--- src/rtl/pc_queue_ctrl_pkg.sv ---
// Shared constants and FSM encoding for the PC queue controller.
package pc_queue_ctrl_pkg;

  localparam int PC_W   = 8;
  localparam int PC_INC = 4;

  typedef enum logic [1:0] {
    ST_INIT  = 2'd0,
    ST_RUN   = 2'd1,
    ST_STALL = 2'd2,
    ST_SLOT  = 2'd3
  } state_t;

endpackage

--- src/rtl/pc_queue_ctrl_if.sv ---
// Issue-side bus of the PC queue controller: pipeline requests in, issue/link/debug status out.
interface pc_queue_ctrl_if #(
  parameter int PC_W = pc_queue_ctrl_pkg::PC_W
);

  logic            stall_in;
  logic            branch_valid;
  logic            branch_taken;
  logic [PC_W-1:0] branch_target;
  logic            bl_in;
  logic            nullify_in;

  logic [PC_W-1:0] pc_front;
  logic [PC_W-1:0] pc_back;
  logic            issue_valid;
  logic            nullify_out;
  logic            link_valid;
  logic [PC_W-1:0] link_addr;
  logic            proto_err;
  logic [1:0]      state_out;

  modport master (
    output stall_in, branch_valid, branch_taken, branch_target, bl_in, nullify_in,
    input  pc_front, pc_back, issue_valid, nullify_out, link_valid, link_addr,
           proto_err, state_out
  );

  modport slave (
    input  stall_in, branch_valid, branch_taken, branch_target, bl_in, nullify_in,
    output pc_front, pc_back, issue_valid, nullify_out, link_valid, link_addr,
           proto_err, state_out
  );

endinterface

--- src/rtl/pc_queue_ctrl_pc_adder.sv ---
// Combinational W-bit address adder with a constant increment; wraps modulo 2^W.
module pc_adder #(
  parameter int            W   = 8,
  parameter logic [W-1:0]  INC = '0
) (
  input  logic [W-1:0] a,
  output logic [W-1:0] sum
);

  assign sum = a + INC;

endmodule

--- src/rtl/pc_queue_ctrl.sv ---
// Two-entry PC queue (front issuing, back next) with delayed-branch slot, nullification and link generation.
module pc_queue_ctrl #(
  parameter int              PC_W     = pc_queue_ctrl_pkg::PC_W,
  parameter logic [PC_W-1:0] RESET_PC = '0
) (
  input  logic            clk,
  input  logic            reset,
  pc_queue_ctrl_if.slave  bus
);

  import pc_queue_ctrl_pkg::*;

  state_t          state, state_n;
  logic            from_slot, from_slot_n;
  logic [PC_W-1:0] pc_front_q, pc_front_n;
  logic [PC_W-1:0] pc_back_q, pc_back_n;
  logic            issue_q, issue_n;
  logic            nullify_q, nullify_n;
  logic            link_valid_q, link_valid_n;
  logic [PC_W-1:0] link_addr_q, link_addr_n;
  logic            proto_err_q, proto_err_n;
  logic [PC_W-1:0] pc_back_inc;
  logic [PC_W-1:0] pc_front_link;
  logic            branch_live;
  logic            redirect;

  pc_adder #(.W(PC_W), .INC(PC_W'(PC_INC))) u_back_inc (
    .a   (pc_back_q),
    .sum (pc_back_inc)
  );

  pc_adder #(.W(PC_W), .INC(PC_W'(2 * PC_INC))) u_link_addr (
    .a   (pc_front_q),
    .sum (pc_front_link)
  );

  always_ff @(posedge clk) begin
    if (reset) begin
      state        <= ST_INIT;
      from_slot    <= 1'b0;
      pc_front_q   <= RESET_PC;
      pc_back_q    <= RESET_PC + PC_W'(PC_INC);
      issue_q      <= 1'b0;
      nullify_q    <= 1'b0;
      link_valid_q <= 1'b0;
      link_addr_q  <= '0;
      proto_err_q  <= 1'b0;
    end else begin
      state        <= state_n;
      from_slot    <= from_slot_n;
      pc_front_q   <= pc_front_n;
      pc_back_q    <= pc_back_n;
      issue_q      <= issue_n;
      nullify_q    <= nullify_n;
      link_valid_q <= link_valid_n;
      link_addr_q  <= link_addr_n;
      proto_err_q  <= proto_err_n;
    end
  end

  // A nullified front instruction has no side effects, so its branch request is dropped.
  always_comb begin
    state_n      = state;
    from_slot_n  = from_slot;
    pc_front_n   = pc_front_q;
    pc_back_n    = pc_back_q;
    issue_n      = 1'b0;
    nullify_n    = nullify_q;
    link_valid_n = 1'b0;
    link_addr_n  = '0;
    proto_err_n  = 1'b0;
    branch_live  = bus.branch_valid && !nullify_q;
    redirect     = 1'b0;

    case (state)
      ST_INIT: begin
        state_n = ST_RUN;
        issue_n = 1'b1;
      end
      ST_RUN, ST_SLOT: begin
        if (bus.stall_in) begin
          state_n     = ST_STALL;
          from_slot_n = (state == ST_SLOT);
        end else begin
          redirect    = (state == ST_RUN) && branch_live && bus.branch_taken;
          proto_err_n = (state == ST_SLOT) && branch_live;
          issue_n     = 1'b1;
          pc_front_n  = pc_back_q;
          pc_back_n   = redirect ? bus.branch_target : pc_back_inc;
          nullify_n   = bus.nullify_in && !nullify_q;
          state_n     = redirect ? ST_SLOT : ST_RUN;
          if (redirect && bus.bl_in) begin
            link_valid_n = 1'b1;
            link_addr_n  = pc_front_link;
          end
        end
      end
      ST_STALL: begin
        if (!bus.stall_in) begin
          state_n     = from_slot ? ST_SLOT : ST_RUN;
          from_slot_n = 1'b0;
          issue_n     = 1'b1;
        end
      end
      default: state_n = ST_INIT;
    endcase
  end

  assign bus.pc_front    = pc_front_q;
  assign bus.pc_back     = pc_back_q;
  assign bus.issue_valid = issue_q;
  assign bus.nullify_out = nullify_q;
  assign bus.link_valid  = link_valid_q;
  assign bus.link_addr   = link_addr_q;
  assign bus.proto_err   = proto_err_q;
  assign bus.state_out   = state;

endmodule

--- src/flat_wrapper.sv ---
// flat-port wrapper written by rule: the top's interface ports become plain ports
module pc_queue_ctrl_flat import pc_queue_ctrl_pkg::*;
#(
  parameter int              PC_W     = pc_queue_ctrl_pkg::PC_W,
  parameter logic [PC_W-1:0] RESET_PC = '0
)
  (clk, reset, bus_stall_in, bus_branch_valid, bus_branch_taken, bus_branch_target, bus_bl_in, bus_nullify_in, bus_pc_front, bus_pc_back, bus_issue_valid, bus_nullify_out, bus_link_valid, bus_link_addr, bus_proto_err, bus_state_out);
  pc_queue_ctrl_if #(.PC_W(PC_W)) bus_i ();
  input  logic clk;
  input  logic reset;
  input wire logic [$bits(bus_i.stall_in)-1:0] bus_stall_in;
  input wire logic [$bits(bus_i.branch_valid)-1:0] bus_branch_valid;
  input wire logic [$bits(bus_i.branch_taken)-1:0] bus_branch_taken;
  input wire logic [$bits(bus_i.branch_target)-1:0] bus_branch_target;
  input wire logic [$bits(bus_i.bl_in)-1:0] bus_bl_in;
  input wire logic [$bits(bus_i.nullify_in)-1:0] bus_nullify_in;
  output wire logic [$bits(bus_i.pc_front)-1:0] bus_pc_front;
  output wire logic [$bits(bus_i.pc_back)-1:0] bus_pc_back;
  output wire logic [$bits(bus_i.issue_valid)-1:0] bus_issue_valid;
  output wire logic [$bits(bus_i.nullify_out)-1:0] bus_nullify_out;
  output wire logic [$bits(bus_i.link_valid)-1:0] bus_link_valid;
  output wire logic [$bits(bus_i.link_addr)-1:0] bus_link_addr;
  output wire logic [$bits(bus_i.proto_err)-1:0] bus_proto_err;
  output wire logic [$bits(bus_i.state_out)-1:0] bus_state_out;
  assign bus_i.stall_in = bus_stall_in;
  assign bus_i.branch_valid = bus_branch_valid;
  assign bus_i.branch_taken = bus_branch_taken;
  assign bus_i.branch_target = bus_branch_target;
  assign bus_i.bl_in = bus_bl_in;
  assign bus_i.nullify_in = bus_nullify_in;
  assign bus_pc_front = bus_i.pc_front;
  assign bus_pc_back = bus_i.pc_back;
  assign bus_issue_valid = bus_i.issue_valid;
  assign bus_nullify_out = bus_i.nullify_out;
  assign bus_link_valid = bus_i.link_valid;
  assign bus_link_addr = bus_i.link_addr;
  assign bus_proto_err = bus_i.proto_err;
  assign bus_state_out = bus_i.state_out;
  pc_queue_ctrl #(.PC_W(PC_W), .RESET_PC(RESET_PC)) u_core (.clk(clk), .reset(reset), .bus(bus_i));
endmodule
--- config.mk ---
export PLATFORM = sky130hd
export DESIGN_NAME = pc_queue_ctrl_flat
export DESIGN_NICKNAME = d
export VERILOG_FILES = /design/src/rtl/pc_queue_ctrl_pkg.sv /design/src/rtl/pc_queue_ctrl_if.sv /design/src/rtl/pc_queue_ctrl_pc_adder.sv /design/src/rtl/pc_queue_ctrl.sv /design/src/flat_wrapper.sv
export SDC_FILE = /design/constraint.sdc
export NUM_CORES = 1
export LEC_CHECK = 0
export BUFFER_PORTS_ARGS = -buffer_cell sky130_fd_sc_hd__buf_2
export CORE_UTILIZATION = 43
export DETAILED_ROUTE_END_ITERATION = 10
export GPL_TIMING_DRIVEN = 0
export PLACE_DENSITY = 0.76
export SYNTH_ARGS = -nofsm -noshare
export SYNTH_HDL_FRONTEND = slang
export SYNTH_SLANG_ARGS = --single-unit
--- constraint.sdc ---
create_clock -name clk -period 1.5 [get_ports clk]
set_input_delay 0.3 -clock clk [delete_from_list [all_inputs] [get_ports clk]]
set_output_delay 0.3 -clock clk [all_outputs]
set_load 0.05 [all_outputs]
Yosys cells after proc, flatten, opt, wreduce, memory -nomap -nowiden
Cells that the tools add are included.
Storage, ports and cells
  input bits: 15
  output and inout bits: 30
  logic and storage cells: 46
  register bits: 31
Cells by class
  muxes and demuxes: 12
  bitwise logic cells: 3
  reductions and logical operators: 15
  equality and inequality tests: 5
  add/sub/neg operators: 2
Operator list (count)
  8-bit by 3-bit adder with 8-bit output, second input constant: 1
  8-bit by 4-bit adder with 8-bit output, second input constant: 1
  2-bit 2-to-1 mux: 4
  8-bit 2-to-1 mux: 1
  1-bit logical AND: 6
  2-bit case mux with 3 select lines: 1
  3-bit OR reduction: 2
  2-bit == test, second input constant: 2
  1-bit 2-to-1 mux: 4
  2-bit != test, second input constant: 2
  1-bit case mux with 2 select lines: 2
  4-bit OR reduction: 1
  1-bit inverter: 3
  3-bit AND reduction: 1
  2-bit by 1-bit == test with 1-bit output, second input constant: 1
  2-bit logical NOT: 1
  2-bit AND reduction: 1
  2-bit nonzero test: 1
  2-bit OR reduction: 1
  1-bit logical NOT: 1

Logic depth before layout (Yosys ltp)
  word-level depth: 7
  mapped depth: 7
  mapped depth without buffers: 5

By module
A second synthesis with hierarchy kept.
Unflattened totals
  cells, all modules: 137
  area, all modules: 1286.2 um^2
By module, submodules not included
  pc_queue_ctrl: times used 1, area each 1118.6 um^2, cells an instance 116
  pc_adder (u_core.u_back_inc): times used 1, area each 92.6 um^2, cells an instance 11
  pc_adder (u_core.u_link_addr): times used 1, area each 75.1 um^2, cells an instance 10

Worst setup path before layout
OpenSTA, ideal clock, no wires.
  path type: reg2reg
  start point: reg u_core.state[1] (netlist: u_core.bus.state_out[1])
  end point: reg u_core.pc_back_q[5] (netlist: u_core.bus.pc_back[5])
  cell stages (with the launch flop): 7
  buffers on the path: 2
  path slack: -0.411 ns
  setup time: 0.074 ns
  clock period less this slack: 1.911 ns
  arrival: 1.837 ns
  cells stage by stage: dfxtp_1 > and3b_1 > buf_6 > and2_4 > buf_6 > or4_1 > a31oi_1
Between the ends
  cells in the longest elaborated chain, start to end: 4
Ends and longest elaborated chain
  start, declared: line pc_queue_ctrl.sv:13  | state_t state, state_n;
  start signal, assigned: line pc_queue_ctrl.sv:49  | state <= state_n;
  2-bit by 1-bit == test with 1-bit output: line pc_queue_ctrl.sv:75, pc_queue_ctrl.sv:85
  1-bit logical AND (2 in series): line pc_queue_ctrl.sv:85  | redirect = (state == ST_RUN) && branch_live && bus.branch_taken;
  8-bit 2-to-1 mux: line pc_queue_ctrl.sv:89  | pc_back_n = redirect ? bus.branch_target : pc_back_inc;
  end signal, assigned: line pc_queue_ctrl.sv:42  | pc_back_q <= RESET_PC + PC_W'(PC_INC);
  end signal, assigned: line pc_queue_ctrl.sv:52  | pc_back_q <= pc_back_n;
  end, declared: line pc_queue_ctrl.sv:16  | logic [PC_W-1:0] pc_back_q, pc_back_n;
Several ways; a longest one is shown, not always the timed one.
A chain may end at the register's enable or synchronous reset.

Worst setup path in the final report
  start point: reg u_core.state[0] (netlist: u_core.bus.state_out[0])
  end point: reg u_core.pc_back_q[7] (netlist: u_core.bus.pc_back[7])
The elaborated chain is that of the path after synthesis.

==> key figures <==
Run status
  • Outcome: complete, no violations

STA
  • Crit path time final: 1.47 ns
  • Final hold vios: 0
  • Final max-slew violation count: 0
  • Final setup viols: 0
  • Worst slew margin: between 60 and 70%
  • Clk_skew: between 0.008 and 0.009 ns
  • Slew at the pin closest to its max-slew limit: roughly 0.51 ns
  • Setup tns final: 0 ns
  • Post-route clock period utilization: around 100%
  • F_max: between 0.6 and 0.7 GHz
  • Final Hold Slack: 0.198 ns

Yosys
  • Synth warnings: 0
  • Register area share after synthesis: 50.3%
  • Syn Area/Cell: 8.88 sq um
  • Distinct cells, synth: 34
  • Post-Synthesis Net Count: roughly 160
  • Number of synthesized register bits: 31
  • Mapped cell area: between 1000 and 1500 sq um
  • Synthesized instance count: about 140

Clock tree
  • CTS tree: built
  • Root buf cell: clkbuf_4
  • Clk sinks: 31
  • Max H-tree Level: 2
  • Bufs on Longest Clock Path: 2
  • Clock transition at path regs: 0.09 ns
  • Worst-Skew Late Latency: around 0.33 ns
  • Total CTS buffers: 5

Power and ir drop
  • Clock share of power: between 30% and 40%
  • Post-layout total power: approximately 1.6 mW
  • Internal power: roughly 1.1 mW
  • Net switching power figure: 0.433 mW
  • Combinational Power Share: around 14%
  • Static Leak: approximately 0.76 nW
  • Worst VDD drop: ~0.00072 V
  • Switching Fraction: between 20% and 30%
  • Flop pwr share: 54.9%
  • Total power per unit cell area: between 900 and 1000 nW/um^2

Routing
  • Drc violations: 0
  • Wire length per cell: 12.8 um
  • DR pass1 iterations: 4
  • Vias: about 1.2k
  • Via-to-Cell Ratio: approximately 5.3
  • 1st-iter DRT viols: 47
  • DRT antenna net count: 0
  • Drt total wl: ~2.9 mm

Floorplanning
  • Initial Util: between 40% and 50%
  • Core area: 2730 sq um
  • Top Ports: 45
  • Die Wd: 55.6 um
  • Die Span Y: ~56 um
  • # rows: 19
  • Die area: 3090 sq um

Placement
  • Routability-driven placement congestion ratio: 0.756
  • Detailed Place HPWL: a little over 2 mm
  • Buffers on Ports: 43

Finish
  • Util after Layout: 58.8%
  • ANT cells: 0
  • Fillers: 256
  • Share of layout cells above drive strength 1: a little under two fifths
  • Area grow syn2layout: 30.2%
  • Count of nets after finishing: 210

Setup path
  • Required time worst endpoint: about 1.8 ns
  • Crit path DAT: ~1.7 ns
  • Critical path class: flop to flop
  • Crit. End Element: flop
  • Startpoint Class: flop
  • Worst-path fanout max: 6

Global routing
  • Number of global-route vias before repair: between 1k and 1.5k
  • Initial antenna violation count: 0
  • Global-route wire length before repair: between 4 and 5 mm
  • Largest net degree at the start of global routing: 11
  • GR Util All Layers: about a fifth
  • Grt ovf: 0

Worst hold path
  • Worst hold path type: primary input to flop

Flow run
  • Max-Cap Viols: 0
-- timing repair --
action	in CTS	in global routing
resized for setup	3	9
setup buffers	5	0
hold buffers	0	0
setup endpoints to repair	15	11
pin swaps	3	2
-- power by group through the flow --
stage	clock, mW	combinational (mW)	sequential [mW]
floorplan	0	0.0864	0.930
global placement	0	0.190	0.879
detailed placement	0	0.193	0.882
CTS	0.499	0.205	0.860
global route	0.534	0.228	0.864
finish	0.493	0.212	0.860
-- state kept, by name, indices dropped and copies added, names as in the netlist --
signal	flops
u_core.bus.pc_front	8
u_core.bus.issue_valid	1
u_core.bus.link_valid	1
u_core.from_slot	1
u_core.bus.state_out	2
u_core.bus.pc_back	8
u_core.bus.nullify_out	1
u_core.bus.proto_err	1
u_core.bus.link_addr	8
-- synthesized netlist by cell type, drive strengths merged --
| cell | count | area, sq um |
|---|---|---|
| a2111oi | 1 | 8.76 |
| and2 | 5 | 33.8 |
| nand2b | 2 | 12.5 |
| a32o | 2 | 20.0 |
| clkbuf | 5 | 18.8 |
| mux2i | 2 | 20.0 |
| and3b | 2 | 18.8 |
| nand3 | 9 | 45.0 |
| nor2 | 11 | 41.3 |
| buf | 5 | 45.0 |
| nor4 | 1 | 6.26 |
| or2b | 1 | 7.51 |
| nand2 | 21 | 78.8 |
| nor2b | 2 | 12.5 |
| o21ai | 5 | 25.0 |
| or2 | 1 | 6.26 |
| inv | 2 | 7.51 |
| xnor2 | 1 | 8.76 |
| or4 | 1 | 7.51 |
| and3 | 1 | 7.51 |
| a21oi | 14 | 70.1 |
| dfxtp | 31 | 621 |
| ha | 2 | 25.0 |
| o31ai | 1 | 7.51 |
| nor3 | 1 | 5.00 |
| nand3b | 1 | 7.51 |
| and2b | 1 | 7.51 |
| o211ai | 2 | 15.0 |
| xor2 | 2 | 17.5 |
| a31oi | 3 | 18.8 |
| o41ai | 1 | 8.76 |
-- cells in the final DEF, fill, tap and decap left out, types with 3 or more instances in the layout --
cell type  netlist  final
o21ai_0          5      5
buf_4            3      8
clkbuf_2         0      3
dfxtp_2          0      3
buf_2            0     43
nand2_1         21     21
nor2_1          11     10
dfxtp_1         31     26
a21oi_1         14     14
nand3_1          9      8
clkbuf_4         0      5
and2_1           4      4
a31oi_1          3      3
-- worst max-delay path, stage by stage, from the launching register on --
cell and delay [ns]:
dfxtp_4 0.37, and3b_1 0.17, buf_6 0.13, and2_4 0.17
o41ai_1 0.39, a32o_1 0.18
-- routing by layer --
layer  vias to the layer above  routed length (um)  global-route usage (%)
met5                         -                   0                       0
met4                         0                  57                    12.1
met3                         7                 190                    5.81
met2                        50                1430                    32.0
met1                       544                1190                    20.2
li1                        584                   -                       -
-- metrics by stage --
stage	area [sq um]	cells	worst slack (ns)
2_1_floorplan	1240	139	-0.118
3_3_place_gp	1500	213	-0.120
3_5_place_dp	1500	213	-0.145
4_1_cts	1590	224	0.00258
5_1_grt	1610	224	-0.0327
6_report	1610	224	0.0301
-- final cells by class --
| type | count | area (sq um) | share of cell area (%) |
|---|---|---|---|
| Buffer | 9 | 56.3 | 3.50 |
| Clock buffer | 6 | 51.3 | 3.19 |
| Clock inverter | 1 | 5.00 | 0.311 |
| Inverter | 2 | 7.51 | 0.467 |
| Multi-Input combinational cell | 96 | 564 | 35.1 |
| Sequential cell | 31 | 632 | 39.3 |
| Tap cell | 31 | 38.8 | 2.41 |
| Timing Repair Buffer | 48 | 253 | 15.7 |
-- cell families (layout without fill, tap and decap cells) --
logic type	count (synthesis)	after routing	synth area share (%)
and+or+nand+nor	60	60	24.1
DFF	31	31	50.3
AOI/OAI and AO/OA	29	29	14.1
buffers and inverters	12	66	5.78
xor gates and xnor gates	3	3	2.13
adders and majority gates	2	2	2.03
muxes	2	2	1.62
-- path summary, 6_finish.rpt --
check                                   endpoint  slack [ns]  cells past startpoint                                 start
max           u_core.bus.pc_back[7]$_SDFFE_PP0P_        0.03                      5  u_core.bus.state_out[0]$_SDFFE_PP0P_
min           u_core.bus.pc_back[1]$_SDFFE_PP0P_        0.20                      3                  bus_branch_target[1]
max reg2reg   u_core.bus.pc_back[7]$_SDFFE_PP0P_        0.03                      5  u_core.bus.state_out[0]$_SDFFE_PP0P_
min reg2reg  u_core.bus.pc_front[2]$_SDFFE_PP0P_        0.47                      2   u_core.bus.pc_front[2]$_SDFFE_PP0P_
(Power assumes the default switching activity.)
